--- config.mk ---
export PLATFORM = sky130hd
export DESIGN_NAME = lockout_ctrl
export DESIGN_NICKNAME = d
export VERILOG_FILES = /design/src/rtl/lockout_ctrl_pkg.sv /design/src/rtl/sec_timer.sv /design/src/rtl/lockout_ctrl.sv
export SDC_FILE = /design/constraint.sdc
export NUM_CORES = 1
export LEC_CHECK = 0
export BUFFER_PORTS_ARGS = -buffer_cell sky130_fd_sc_hd__buf_2
export CORE_MARGIN = 2
export CORE_UTILIZATION = 35
export DETAILED_ROUTE_END_ITERATION = 10
export PLACE_DENSITY_LB_ADDON = 0.15
export SLEW_MARGIN = 20
export SYNTH_ARGS = -nofsm -noshare
export SYNTH_HDL_FRONTEND = slang
export SYNTH_SLANG_ARGS = --single-unit
--- constraint.sdc ---
create_clock -name clk -period 1.8 [get_ports clk]
set_input_delay 0.09 -clock clk [delete_from_list [all_inputs] [get_ports clk]]
set_output_delay 0.09 -clock clk [all_outputs]
set_load 0.01 [all_outputs]
--- src/rtl/lockout_ctrl_pkg.sv ---
// Shared definitions for the lock project: state encodings, parameter defaults
// and the attempt record handed from the comparator to the lockout FSM.
package lockout_ctrl_pkg;

  localparam int DEF_MAX_FAIL  = 3;
  localparam int DEF_LOCK_SECS = 30;
  localparam int DEF_OPEN_SECS = 5;

  typedef enum logic [1:0] {
    ST_IDLE    = 2'd0,
    ST_OPEN    = 2'd1,
    ST_LOCKOUT = 2'd2,
    ST_BAD     = 2'd3
  } lock_state_e;

  typedef struct packed {
    logic valid;
    logic pass;
  } att_t;

  // {entry_en, unlocked, alarm} for a given state
  function automatic logic [2:0] state_flags(lock_state_e s);
    case (s)
      ST_IDLE:    return 3'b100;
      ST_OPEN:    return 3'b010;
      ST_LOCKOUT: return 3'b001;
      default:    return 3'b000;
    endcase
  endfunction

endpackage

--- src/rtl/sec_timer.sv ---
// Loadable 8-bit down-counter stepped by the one-second tick; done flags the
// tick that takes the count from 1 to 0 so the FSM can leave in the same clk.
module sec_timer (
  input  logic       clk,
  input  logic       rst,
  input  logic       clr,
  input  logic       load,
  input  logic [7:0] load_val,
  input  logic       tick,
  output logic [7:0] cnt,
  output logic       done
);

  always_ff @(posedge clk) begin
    if (!rst)                        cnt <= 8'd0;
    else if (clr)                    cnt <= 8'd0;
    else if (load)                   cnt <= load_val;
    else if (tick && cnt != 8'd0)    cnt <= cnt - 8'd1;
  end

  assign done = tick && (cnt == 8'd1);

endmodule

--- src/rtl/lockout_ctrl.sv ---
// Keypad lockout FSM: counts consecutive failed attempts, holds the door open
// after a pass and enforces a timed lockout after MAX_FAIL failures.
module lockout_ctrl
  import lockout_ctrl_pkg::*;
#(
  parameter int MAX_FAIL  = DEF_MAX_FAIL,
  parameter int LOCK_SECS = DEF_LOCK_SECS,
  parameter int OPEN_SECS = DEF_OPEN_SECS
) (
  input  logic       clk,
  input  logic       rst,
  input  logic       tick,
  input  logic       att_valid,
  input  logic       att_pass,
  input  logic       clear,
  output logic       entry_en,
  output logic       unlocked,
  output logic       alarm,
  output logic [3:0] fail_cnt,
  output logic [7:0] remaining,
  output logic [1:0] state
);

  localparam logic [4:0] MAX_FAIL_V  = 5'(MAX_FAIL);
  localparam logic [3:0] MAX_FAIL_4  = 4'(MAX_FAIL);
  localparam logic [7:0] LOCK_SECS_V = 8'(LOCK_SECS);
  localparam logic [7:0] OPEN_SECS_V = 8'(OPEN_SECS);

  lock_state_e state_q, state_nxt;
  logic [3:0]  fail_q, fail_nxt;
  logic [2:0]  flags_q;
  logic        t_load, t_clr, t_done;
  logic [7:0]  t_load_val;
  att_t        att;

  assign att = '{valid: att_valid, pass: att_pass};

  sec_timer u_timer (
    .clk      (clk),
    .rst      (rst),
    .clr      (t_clr),
    .load     (t_load),
    .load_val (t_load_val),
    .tick     (tick),
    .cnt      (remaining),
    .done     (t_done)
  );

  // Priority: clear, then timer expiry, then attempts (only seen in IDLE).
  always_comb begin
    state_nxt  = state_q;
    fail_nxt   = fail_q;
    t_load     = 1'b0;
    t_load_val = 8'd0;
    if (clear) begin
      state_nxt = ST_IDLE;
      fail_nxt  = 4'd0;
    end else begin
      case (state_q)
        ST_IDLE: begin
          if (att.valid) begin
            if (att.pass) begin
              state_nxt  = ST_OPEN;
              fail_nxt   = 4'd0;
              t_load     = 1'b1;
              t_load_val = OPEN_SECS_V;
            end else if (({1'b0, fail_q} + 5'd1) >= MAX_FAIL_V) begin
              state_nxt  = ST_LOCKOUT;
              fail_nxt   = MAX_FAIL_4;
              t_load     = 1'b1;
              t_load_val = LOCK_SECS_V;
            end else begin
              fail_nxt = fail_q + 4'd1;
            end
          end
        end
        ST_OPEN: begin
          if (t_done) state_nxt = ST_IDLE;
        end
        ST_LOCKOUT: begin
          if (t_done) begin
            state_nxt = ST_IDLE;
            fail_nxt  = 4'd0;
          end
        end
        default: begin
          state_nxt = ST_IDLE;
          fail_nxt  = 4'd0;
        end
      endcase
    end
  end

  // Anything landing in IDLE without a fresh load parks the timer at zero.
  assign t_clr = (state_nxt == ST_IDLE) && !t_load;

  always_ff @(posedge clk) begin
    if (!rst) begin
      state_q <= ST_IDLE;
      fail_q  <= 4'd0;
      flags_q <= state_flags(ST_IDLE);
    end else begin
      state_q <= state_nxt;
      fail_q  <= fail_nxt;
      flags_q <= state_flags(state_nxt);
    end
  end

  assign entry_en = flags_q[2];
  assign unlocked = flags_q[1];
  assign alarm    = flags_q[0];
  assign fail_cnt = fail_q;
  assign state    = state_q;

endmodule

==> summary.md, run 1 <==
| Metric | Value |
|---|---|
| Status | finished with violations |
| Failing checks | setup timing |
| Placer congestion estimate | approximately 0.81 |
| RSZ-0062 raised after global routing | yes |
| CTS Buf Count | 3 |
| Initial antenna violation count | 0 |
| Total power | 0.809 mW |
| Final Cycle Share | 1.01 |
| Critical Path Start Type | flip-flop |
| I/O Buffers | 22 |
| Cells after Synth | 110 |
| Reg2Reg Depth | 8 |
| Total Wirelength | 2480 um |
| Critical path data arrival time | about 2000 ps |
| Buffer depth of the longest clock path | 2 |
| DRT iter0 DRCs | 27 |
| Diode count | 0 |
| Fin crit period | about 1800 ps |
| Dominant cells by area after synthesis | dfxtp_1 (35%), ha_1 (10%), nand2_1 (3.9%), nand3_1 (3.1%), nor2_1 (2.7%) |
| VDD IR-drop max | ~0.00055 V |
| Worst-Margin Slew | 389 ps |
| Synth top area share | 0.350 |
| Asr flop ratio synth | 0 |
| PD cells | between 500 and 600 nW/um^2 |
| Routed Antenna Nets | 0 |
| Synth warn | 0 |
| Residual DRC count | 0 |
| Max-cap viol count | 0 |
| Clock Root Buffer | clkbuf_4 |
| Slew margin rel. | 0.740 |
| Static leakage | between 0.6 and 0.7 nW |
| Critical-path top delay cell | or3_4 |
| Die ar. | 3220 sq um |
| Final Max Slew Viols | 0 |
| Final setup viols | 1 |
| DP Wirelength | 1880 um |
| Placed Cells incl. Taps | between 150 and 200 |
| # fillers | around 250 |
| Pre-antenna DRT Iters | 4 |
| Grt total ovfl | 0 |
| Worst setup EP type | flip-flop |
| Sink Count | 17 |
| Critical Path, Cell by Cell | inv_1 -> ha_4 -> or3b_4 -> o21ai_4 -> or3_4 -> nor3_4 -> xnor2_2 -> nor3_2 |
| P&R area growth vs syn | 54.8% |
| Final Net Count | between 150 and 200 |
| Worst-path fanout max | 4 |
| Reg clk slew, reported paths | 90 ps |
| Core area | ~2700 sq um |
| CTS tree | built |
| Hold-critical path depth | 3 |
| Clk Latency, worst-skew pair | between 200 and 300 ps |
| Synth unique cells | 41 |
| FMAX | roughly 550 MHz |
| Pin count of the biggest net entering global routing | 10 |
| Type of the worst min-delay path | in2reg |
| Most frequent cells in the layout | buf_4 (27), buf_2 (22), dfxtp_1 (11) |
| Synth area leader | dfxtp_1 |
| Synthesized area | around 970 sq um |
| I/O pin count | 23 |
| Hold buffer count at cts | 0 |
| Layout cells sized above 1 | 0.546 |
| First-pass GRT wire length | 4130 um |
| Skew final | around 2.7 ps |
| Die Width | around 57 um |
| Post-synth EDFFs | 0 |
| Vias post-DR | roughly 980 |
| Primary FF master, synth | dfxtp_1 |
| Multi-input logic area | roughly 760 sq um |
| Register Area | between 300 and 400 sq um |
| Syn Area/Cell | 8.85 sq um |
| Final std cells w/o fill | around 190 |
| Critical path class | reg2reg |
| Total GRT Usage | 0.164 |
| Mapped Nets | between 100 and 150 |
| H-tree depth | 1 |
| DIE HEIGHT | ~57 um |
| Row count | 19 |
| Utilization after layout | 0.561 |
| Crit-path max cell delay | roughly 410 ps |
| Setup ws final | -17.3 ps |
| Seq/Total Area, Yosys | 0.350 |
| Initial Util | 0.362 |
| Vias in the first global route | 970 |
| Seq cells post-synth | 17 |
| Vias/cell | between 5 and 6 |
| Final hold violations | 0 |
| Commonest non-fill, non-tap cell in the layout | buf_4 |
| Worst EP required | ~2000 ps |
| WL/cell | between 10 and 15 um |
==> where the power goes <==
group	switching, mW	internal [mW]	total [mW]	leakage [nW]
clock network	0.112	0.0860	0.198	0.0150
logic	0.112	0.106	0.218	0.502
registers	0.00750	0.385	0.393	0.141
==> metrics by stage <==
step / TNS [ps] / cell area, sq um / setup slack, ps / hold slack (ps)
2_1_floorplan: -4.62 / 986 / -4.62 / 221
3_3_place_gp: -53.3 / 1290 / -41.9 / 380
3_5_place_dp: -110 / 1290 / -76.6 / 390
4_1_cts: -20.0 / 1380 / -20.0 / 84.0
5_1_grt: -679 / 1510 / -103 / 85.4
6_report: -17.3 / 1510 / -17.3 / 84.7
==> layout make-up <==
type	instances	share of cell area
repair buffers	49	0.208
clock buffers	4	0.0174
multi-input cells	87	0.502
well taps	31	0.0257
inverters	6	0.0150
flip-flops and latches	17	0.233
==> state kept, by name, summed over array words and instances (netlist names) <==
register,cells
state,2
u_timer.cnt,8
fail_cnt,4
flags_q,3
==> critical path, delay by kind of cell, from the launching register on <==
kind	cells	cell delay (ps)
and+or+nand+nor	4	920
DFF	1	340
adders and majority gates	1	150
xor gates and xnor gates	1	150
buffers and inverters	1	70
AOI/OAI and AO/OA	1	70
==> path summary, 6_finish.rpt <==
check,from,to,slack [ps]
worst max register to register,u_timer.cnt[0]$_SDFFE_PP0P_,u_timer.cnt[7]$_SDFFE_PP0P_,-20
worst min register to register,fail_cnt[3]$_SDFFE_PP0P_,fail_cnt[3]$_SDFFE_PP0P_,540
worst min-delay path,rst,u_timer.cnt[0]$_SDFFE_PP0P_,80
worst max-delay path,u_timer.cnt[0]$_SDFFE_PP0P_,u_timer.cnt[7]$_SDFFE_PP0P_,-20
==> metal layers <==
metal,vias up,global-route usage,share of wire
li1,504,-,-
met1,463,0.212,0.46
met2,15,0.269,0.50
met3,2,0.0230,0.026
met4,0,0.0764,0.0089
met5,-,0,0
==> synthesized netlist by cell type, types with 2 or more instances <==
cell and instances:
a21o_1 2, ha_1 8, nor2b_1 2, a21oi_1 5
nand2_1 10, dfxtp_1 17, o31ai_1 2, xor2_1 2
nor2_1 7, a32oi_1 2, o21ai_1 2, o21ai_2 2
xnor2_1 2, o21a_1 2, inv_1 6, nor3_1 5
nand3_1 6, o21ai_0 5
==> timing repair <==
item	4_1_cts	5_1_grt
setup endpoints to repair	4	16
gates resized for setup	13	21
buffers inserted	2	4
pin swaps	8	13
==> kinds of logic (layout without fill, tap and decap cells) <==
group / Yosys count / after routing / synth area share
and+or+nand+nor: 45 / 45 / 0.253
buffers and inverters: 6 / 59 / 0.0231
xor gates and xnor gates: 4 / 4 / 0.0360
adders and majority gates: 8 / 8 / 0.103
DFF: 17 / 17 / 0.350
AOI/OAI and AO/OA: 29 / 29 / 0.224
muxes: 1 / 1 / 0.0116
No activity file was read; power rests on OpenSTA's default activity.
==> inputs of run 2 (changes only) <==
- CORE_UTILIZATION: 35 -> 49
- CTS_BUF_LIST: not set -> sky130_fd_sc_hd__clkbuf_4 sky130_fd_sc_hd__clkbuf_8
- SKIP_LAST_GASP: not set -> 1
==> run 2 against run 1 <==
- the flow now finishes without violations
- first-iteration DRC count down 30%
- cell count decreased by 5.7%
- via count up 0.30%
- total power increased by 0.68%
- hold slack got worse by 13 ps
- wire length down 0.16%
- sequential power about the same
- count of clock-buffer cells in the layout unchanged
- clock skew is 1.0 ps higher
- global-route usage is 5.2 points higher
==> summary.md, run 2 (same netlist as run 1, synthesis figures left out) <==
| Metric | Value |
|---|---|
| Status | complete, no violations (was finished with violations) |
| H-tree depth | 1 (unchanged) |
| FMAX | 566 MHz (was 550 MHz) |
| Critical Path Start Type | flip-flop (unchanged) |
| Final Max Slew Viols | 0 (unchanged) |
| Total GRT Usage | 0.216 (was 0.164) |
| DRT iter0 DRCs | 19 (was 27) |
| Switching pwr | 0.231 mW (was 0.232 mW) |
| I/O pin count | 23 (unchanged) |
| Hold buffer count at cts | 0 (unchanged) |
| Residual DRC count | 0 (unchanged) |
| CTS Buf Count | 3 (unchanged) |
| Flop pwr share | 0.482 (was 0.486) |
| Type of the worst min-delay path | in2reg (unchanged) |
| WL/cell | 13.5 um (was 12.8 um) |
| Core area | 1920 sq um (was 2690 sq um) |
| Final Cycle Share | 0.981 (was 1.01) |
| Skew final | 3.73 ps (was 2.70 ps) |
| Crit-path max cell delay | 550 ps (was 410 ps) |
| Initial antenna violation count | 0 (unchanged) |
| DP Wirelength | 1800 um (was 1880 um) |
| Critical-path top delay cell | or4_4 (was or3_4) |
| I/O Buffers | 22 (unchanged) |
| Min Hold Slack | 72.0 ps (was 84.7 ps) |
| Reg clk slew, reported paths | 100 ps (was 90 ps) |
| Static leakage | 0.632 nW (was 0.657 nW) |
| Final setup viols | 0 (was 1) |
| VDD IR-drop max | 0.000635 V (was 0.000548 V) |
| Final std cells w/o fill | 183 (was 194) |
| Clk network pwr share | 0.265 (was 0.245) |
| Layout cells sized above 1 | 0.526 (was 0.546) |
| Clk Latency, worst-skew pair | 290 ps (was 280 ps) |
| Total power | 0.814 mW (was 0.809 mW) |
| Setup ws final | 33.5 ps (was -17.3 ps) |
| Critical path class | reg2reg (unchanged) |
| Placed Cells incl. Taps | 176 (was 184) |
| Grt total ovfl | 0 (unchanged) |
| Routed Antenna Nets | 0 (unchanged) |
| Row count | 16 (was 19) |
| Biggest register | u_timer.cnt (unchanged) |
| DIE HEIGHT | 48.6 um (was 56.7 um) |
| Max-cap viol count | 0 (unchanged) |
| Worst setup EP type | flip-flop (unchanged) |
| Buffer depth of the longest clock path | 2 (unchanged) |
| Clock Root Buffer | clkbuf_4 (unchanged) |
| HP Start | rst (unchanged) |
| Switching part of the total | 0.284 (was 0.287) |
| Initial Util | 0.507 (was 0.362) |
| Post-place instance area | 1260 sq um (was 1290 sq um) |
| Utilization after layout | 0.750 (was 0.561) |
| Total Wirelength | 2480 um (about the same) |
| P&R area growth vs syn | 48.1% (was 54.8%) |
| Die Width | 48.6 um (was 56.7 um) |
| Worst-Margin Slew | 411 ps (was 389 ps) |
| Most frequent cells in the layout | buf_2 (22), buf_4 (18), nand2_1 (10), dfxtp_1 (10) (was buf_4 (27), buf_2 (22), dfxtp_1 (11)) |
| First-pass GRT wire length | 4090 um (was 4130 um) |
| Vias post-DR | 987 (was 984) |
| Commonest non-fill, non-tap cell in the layout | buf_2 (was buf_4) |
| Vias/cell | 5.39 (was 5.07) |
| Final setup TNS | 0 ps (was -17.3 ps) |
| Vias in the first global route | 956 (was 970) |
| DP Worst Slack | -39.8 ps (was -76.6 ps) |
| Worst EP required | 1980 ps (about the same) |
| Logic pwr share | 0.253 (was 0.270) |
| Worst-path fanout max | 4 (unchanged) |
| Reg2reg start | u_timer.cnt[6]$_SDFFE_PP0P_ (was u_timer.cnt[0]$_SDFFE_PP0P_) |
| RSZ-0062 raised after global routing | yes (unchanged) |
| Worst setup path start | u_timer.cnt[6]$_SDFFE_PP0P_ (was u_timer.cnt[0]$_SDFFE_PP0P_) |
| Diode count | 0 (unchanged) |
| Finished Cell Area | 1440 sq um (was 1510 sq um) |
| Placer congestion estimate | 0.802 (was 0.805) |
| Fin crit period | 1770 ps (was 1820 ps) |
| Internal | 0.583 mW (was 0.577 mW) |
| PD cells | 565 nW/um^2 (was 537 nW/um^2) |
| Pre-antenna DRT Iters | 4 (unchanged) |
| Critical path data arrival time | 1940 ps (was 1990 ps) |
| Sink Count | 17 (unchanged) |
| Critical Path, Cell by Cell | buf_6 -> or4_4 -> o21ai_4 -> or3_4 -> nor3_4 -> xnor2_1 -> nor3_1 (was inv_1 -> ha_4 -> or3b_4 -> o21ai_4 -> or3_4 -> nor3_4 -> xnor2_2 -> nor3_2) |
| Final Net Count | 171 (was 178) |
| Die ar. | 2360 sq um (was 3220 sq um) |
| Final hold violations | 0 (unchanged) |
| Slew margin rel. | 0.723 (was 0.740) |
| CTS tree | built (unchanged) |
| Pin count of the biggest net entering global routing | 10 (unchanged) |
| Max reg flops | 8 (unchanged) |
==> run 2: critical path, delay by kind of cell, from the launching register on <==
family	cells	cell delay, ps
AO/OA/AOI/OAI	1	200
buffers and inverters	1	130
flip-flops	1	350
XOR/XNOR	1	150
AND/OR/NAND/NOR	4	830
==> run 2: cell type report <==
type / instances / area, sq um
multi-input combinational: 87 / 731
fill: 152 / 480
sequential: 17 / 354
timing repair buffer: 42 / 268
tap: 27 / 33.8
clock buffer: 4 / 30.0
inverter: 6 / 25.0
==> run 2: power by group through the flow <==
stage | Sequential, mW | Combinational [mW] | Clock, mW
5_1_grt | 0.394 | 0.225 | 0.239
6_report | 0.392 | 0.206 | 0.216
3_5_place_dp | 0.401 | 0.168 | 0
3_3_place_gp | 0.400 | 0.166 | 0
4_1_cts | 0.392 | 0.190 | 0.220
2_1_floorplan | 0.408 | 0.0974 | 0
==> run 2: what timing repair did <==
| item | CTS | global route |
|---|---|---|
| buffers inserted | 2 | 1 |
| gates resized for setup | 16 | 21 |
| pin swaps | 6 | 14 |
| setup endpoints to repair | 3 | 11 |
==> run 2: worst paths after layout <==
path | slack (ps) | cells past startpoint | endpoint
setup / recovery | 30 | 7 | u_timer.cnt[7]$_SDFFE_PP0P_
setup reg to reg | 30 | 7 | u_timer.cnt[7]$_SDFFE_PP0P_
hold / removal | 70 | 3 | u_timer.cnt[0]$_SDFFE_PP0P_
hold reg to reg | 540 | 1 | fail_cnt[2]$_SDFFE_PP0P_
==> run 2: routing by layer <==
metal	vias to the layer above	global-route usage	part of all wire
met5	-	0	0
met4	0	0.0333	0.0057
met3	2	0.0556	0.044
met2	22	0.398	0.50
met1	468	0.257	0.45
li1	495	-	-
==> inputs of run 3 (changes only) <==
- SETUP_SLACK_MARGIN: not set -> 0.2
==> run 3 against run 2 <==
- clock power is essentially flat
- register-to-register slack hardly changed
- largest power group unchanged
- cell count decreased by 1.1%
- critical endpoint is now u_timer.cnt[0]$_SDFFE_PP0P_
- critical path depth unchanged
- wire length is 6.9% lower
- combinational power shrank 7%
- fmax hardly changed
- worst setup slack is essentially flat
- total power down 1.8%
- die area unchanged
- global-route usage shrank 2.1 points
- largest cell class unchanged
- non-clock buffer count is 2 lower
==> summary.md, run 3 (same netlist as run 1, synthesis figures left out) <==
| Metric | Value |
|---|---|
| Biggest register | u_timer.cnt (unchanged) |
| Worst setup path start | fail_cnt[0]$_SDFFE_PP0P_ (was u_timer.cnt[6]$_SDFFE_PP0P_) |
| Layout cells sized above 1 | 0.506 (was 0.526) |
| Total Wirelength | 2310 um (was 2480 um) |
| Worst-Margin Slew | 485 ps (was 411 ps) |
| Die Width | 48.6 um (unchanged) |
| Total GRT Usage | 0.195 (was 0.216) |
| Residual DRC count | 0 (unchanged) |
| Pin count of the biggest net entering global routing | 10 (unchanged) |
| Worst-path fanout max | 8 (was 4) |
| Fin crit period | 1770 ps (about the same) |
| VDD IR-drop max | 0.000495 V (was 0.000635 V) |
| Finished Cell Area | 1420 sq um (was 1440 sq um) |
| Max reg flops | 8 (unchanged) |
| Critical path data arrival time | 1970 ps (was 1940 ps) |
| Final setup TNS | 0 ps (unchanged) |
| Post-place instance area | 1290 sq um (was 1260 sq um) |
| Die ar. | 2360 sq um (unchanged) |
| Static leakage | 0.636 nW (was 0.632 nW) |
| I/O pin count | 23 (unchanged) |
| Row count | 16 (unchanged) |
| DP Wirelength | 1720 um (was 1800 um) |
| Buffer depth of the longest clock path | 2 (unchanged) |
| RSZ-0062 raised after global routing | yes (unchanged) |
| Status | complete, no violations (unchanged) |
| P&R area growth vs syn | 45.5% (was 48.1%) |
| Critical Path Start Type | flip-flop (unchanged) |
| Pre-antenna DRT Iters | 4 (unchanged) |
| H-tree depth | 1 (unchanged) |
| Type of the worst min-delay path | in2reg (unchanged) |
| Final hold violations | 0 (unchanged) |
| Final setup viols | 0 (unchanged) |
| Reg clk slew, reported paths | 90 ps (was 100 ps) |
| Final Net Count | 169 (was 171) |
| Initial Util | 0.507 (unchanged) |
| Worst setup EP type | flip-flop (unchanged) |
| CTS Buf Count | 3 (unchanged) |
| I/O Buffers | 22 (unchanged) |
| Crit path to | u_timer.cnt[0]$_SDFFE_PP0P_ (was u_timer.cnt[7]$_SDFFE_PP0P_) |
| Slew margin rel. | 0.676 (was 0.723) |
| Final Cycle Share | 0.981 (about the same) |
| Vias post-DR | 968 (was 987) |
| Final Max Slew Viols | 0 (unchanged) |
| DIE HEIGHT | 48.6 um (unchanged) |
| Reg2reg start | fail_cnt[0]$_SDFFE_PP0P_ (was u_timer.cnt[6]$_SDFFE_PP0P_) |
| Critical path class | reg2reg (unchanged) |
| Max-cap viol count | 0 (unchanged) |
| Initial antenna violation count | 0 (unchanged) |
| Clk Latency, worst-skew pair | 290 ps (about the same) |
| First-pass GRT wire length | 3610 um (was 4090 um) |
| Worst EP required | 2000 ps (was 1980 ps) |
| Vias/cell | 5.35 (was 5.39) |
| CTS tree | built (unchanged) |
| Vias in the first global route | 883 (was 956) |
| Core area | 1920 sq um (unchanged) |
| Total power | 0.800 mW (was 0.814 mW) |
| Placer congestion estimate | 0.895 (was 0.802) |
| Commonest non-fill, non-tap cell in the layout | buf_2 (unchanged) |
| Reg2Reg Depth | 7 (unchanged) |
| Most frequent cells in the layout | buf_2 (22), buf_4 (18), nand2_1 (10) (was buf_2 (22), buf_4 (18), nand2_1 (10), dfxtp_1 (10)) |
| FMAX | 566 MHz (about the same) |
| DRT iter0 DRCs | 19 (unchanged) |
| Setup ws final | 33.3 ps (was 33.5 ps) |
| PD cells | 565 nW/um^2 (about the same) |
| Grt total ovfl | 0 (unchanged) |
| Diode count | 0 (unchanged) |
| Reg2reg setup slack | 30 ps (about the same) |
| Terminus of the critical flop-to-flop path | u_timer.cnt[0]$_SDFFE_PP0P_ (was u_timer.cnt[7]$_SDFFE_PP0P_) |
| Hold buffer count at cts | 0 (unchanged) |
| Clock Root Buffer | clkbuf_4 (unchanged) |
| WL/cell | 12.7 um (was 13.5 um) |
| Skew final | 3.18 ps (was 3.73 ps) |
| Routed Antenna Nets | 0 (unchanged) |
| DP Worst Slack | -34.2 ps (was -39.8 ps) |
| Sink Count | 17 (unchanged) |
[run 3: final cells by class]
cell class,count,area [sq um]
clock buffers,4,30.0
fillers,160,505
inverters,6,25.0
multi-input cells,87,717
flip-flops and latches,17,365
well taps,27,33.8
repair buffers,40,245
[run 3: per-stage QoR]
step / hold WS [ps] / cells / utilization
6_report: 84.0 / 181 / 0.737
5_1_grt: 70.7 / 181 / 0.737
4_1_cts: 68.1 / 178 / 0.717
3_5_place_dp: 376 / 169 / 0.670
3_3_place_gp: 365 / 169 / 0.670
2_1_floorplan: 209 / 110 / -
[run 3: how the worst min path moves through the flow]
| stage | from | to | slack, ps | cells after the start |
|---|---|---|---|---|
| floorplan | rst | u_timer.cnt[0]$_SDFFE_PP0P_ | 210 | 2 |
| global placement | rst | u_timer.cnt[0]$_SDFFE_PP0P_ | 370 | 3 |
| detailed placement | rst | u_timer.cnt[0]$_SDFFE_PP0P_ | 380 | 3 |
| CTS | rst | u_timer.cnt[0]$_SDFFE_PP0P_ | 70 | 3 |
| global route | rst | u_timer.cnt[0]$_SDFFE_PP0P_ | 70 | 3 |
| finish | rst | u_timer.cnt[0]$_SDFFE_PP0P_ | 80 | 3 |
[run 3: metal layers]
| metal | global-route usage | up-vias | routed length, um |
|---|---|---|---|
| met5 | 0 | - | 0 |
| met4 | 0.0905 | 0 | 63 |
| met3 | 0.0494 | 10 | 116 |
| met2 | 0.315 | 32 | 1080 |
| met1 | 0.244 | 435 | 1040 |
| li1 | - | 491 | - |
[run 3: what timing repair did]
item | 4_1_cts | 5_1_grt
gates resized for setup | 7 | 3
endpoints found under the setup margin | 14 | 17
setup buffers | 5 | 3
pin swaps | 9 | 1
[run 3: critical path, stage by stage, from the launching register on]
cell      delay [ps]
dfxtp_4          400
inv_2             50
ha_4             260
o21ai_2           50
or2_4            250
o31ai_4          270
o21ai_4          130
a221oi_2         270
[run 3: power by group]
part	switching (mW)	internal [mW]	leakage, nW	total [mW]
Sequential	0.0105	0.380	0.143	0.390
Combinational	0.100	0.0905	0.475	0.191
Clock	0.117	0.101	0.0184	0.219
Total	0.228	0.571	0.636	0.800
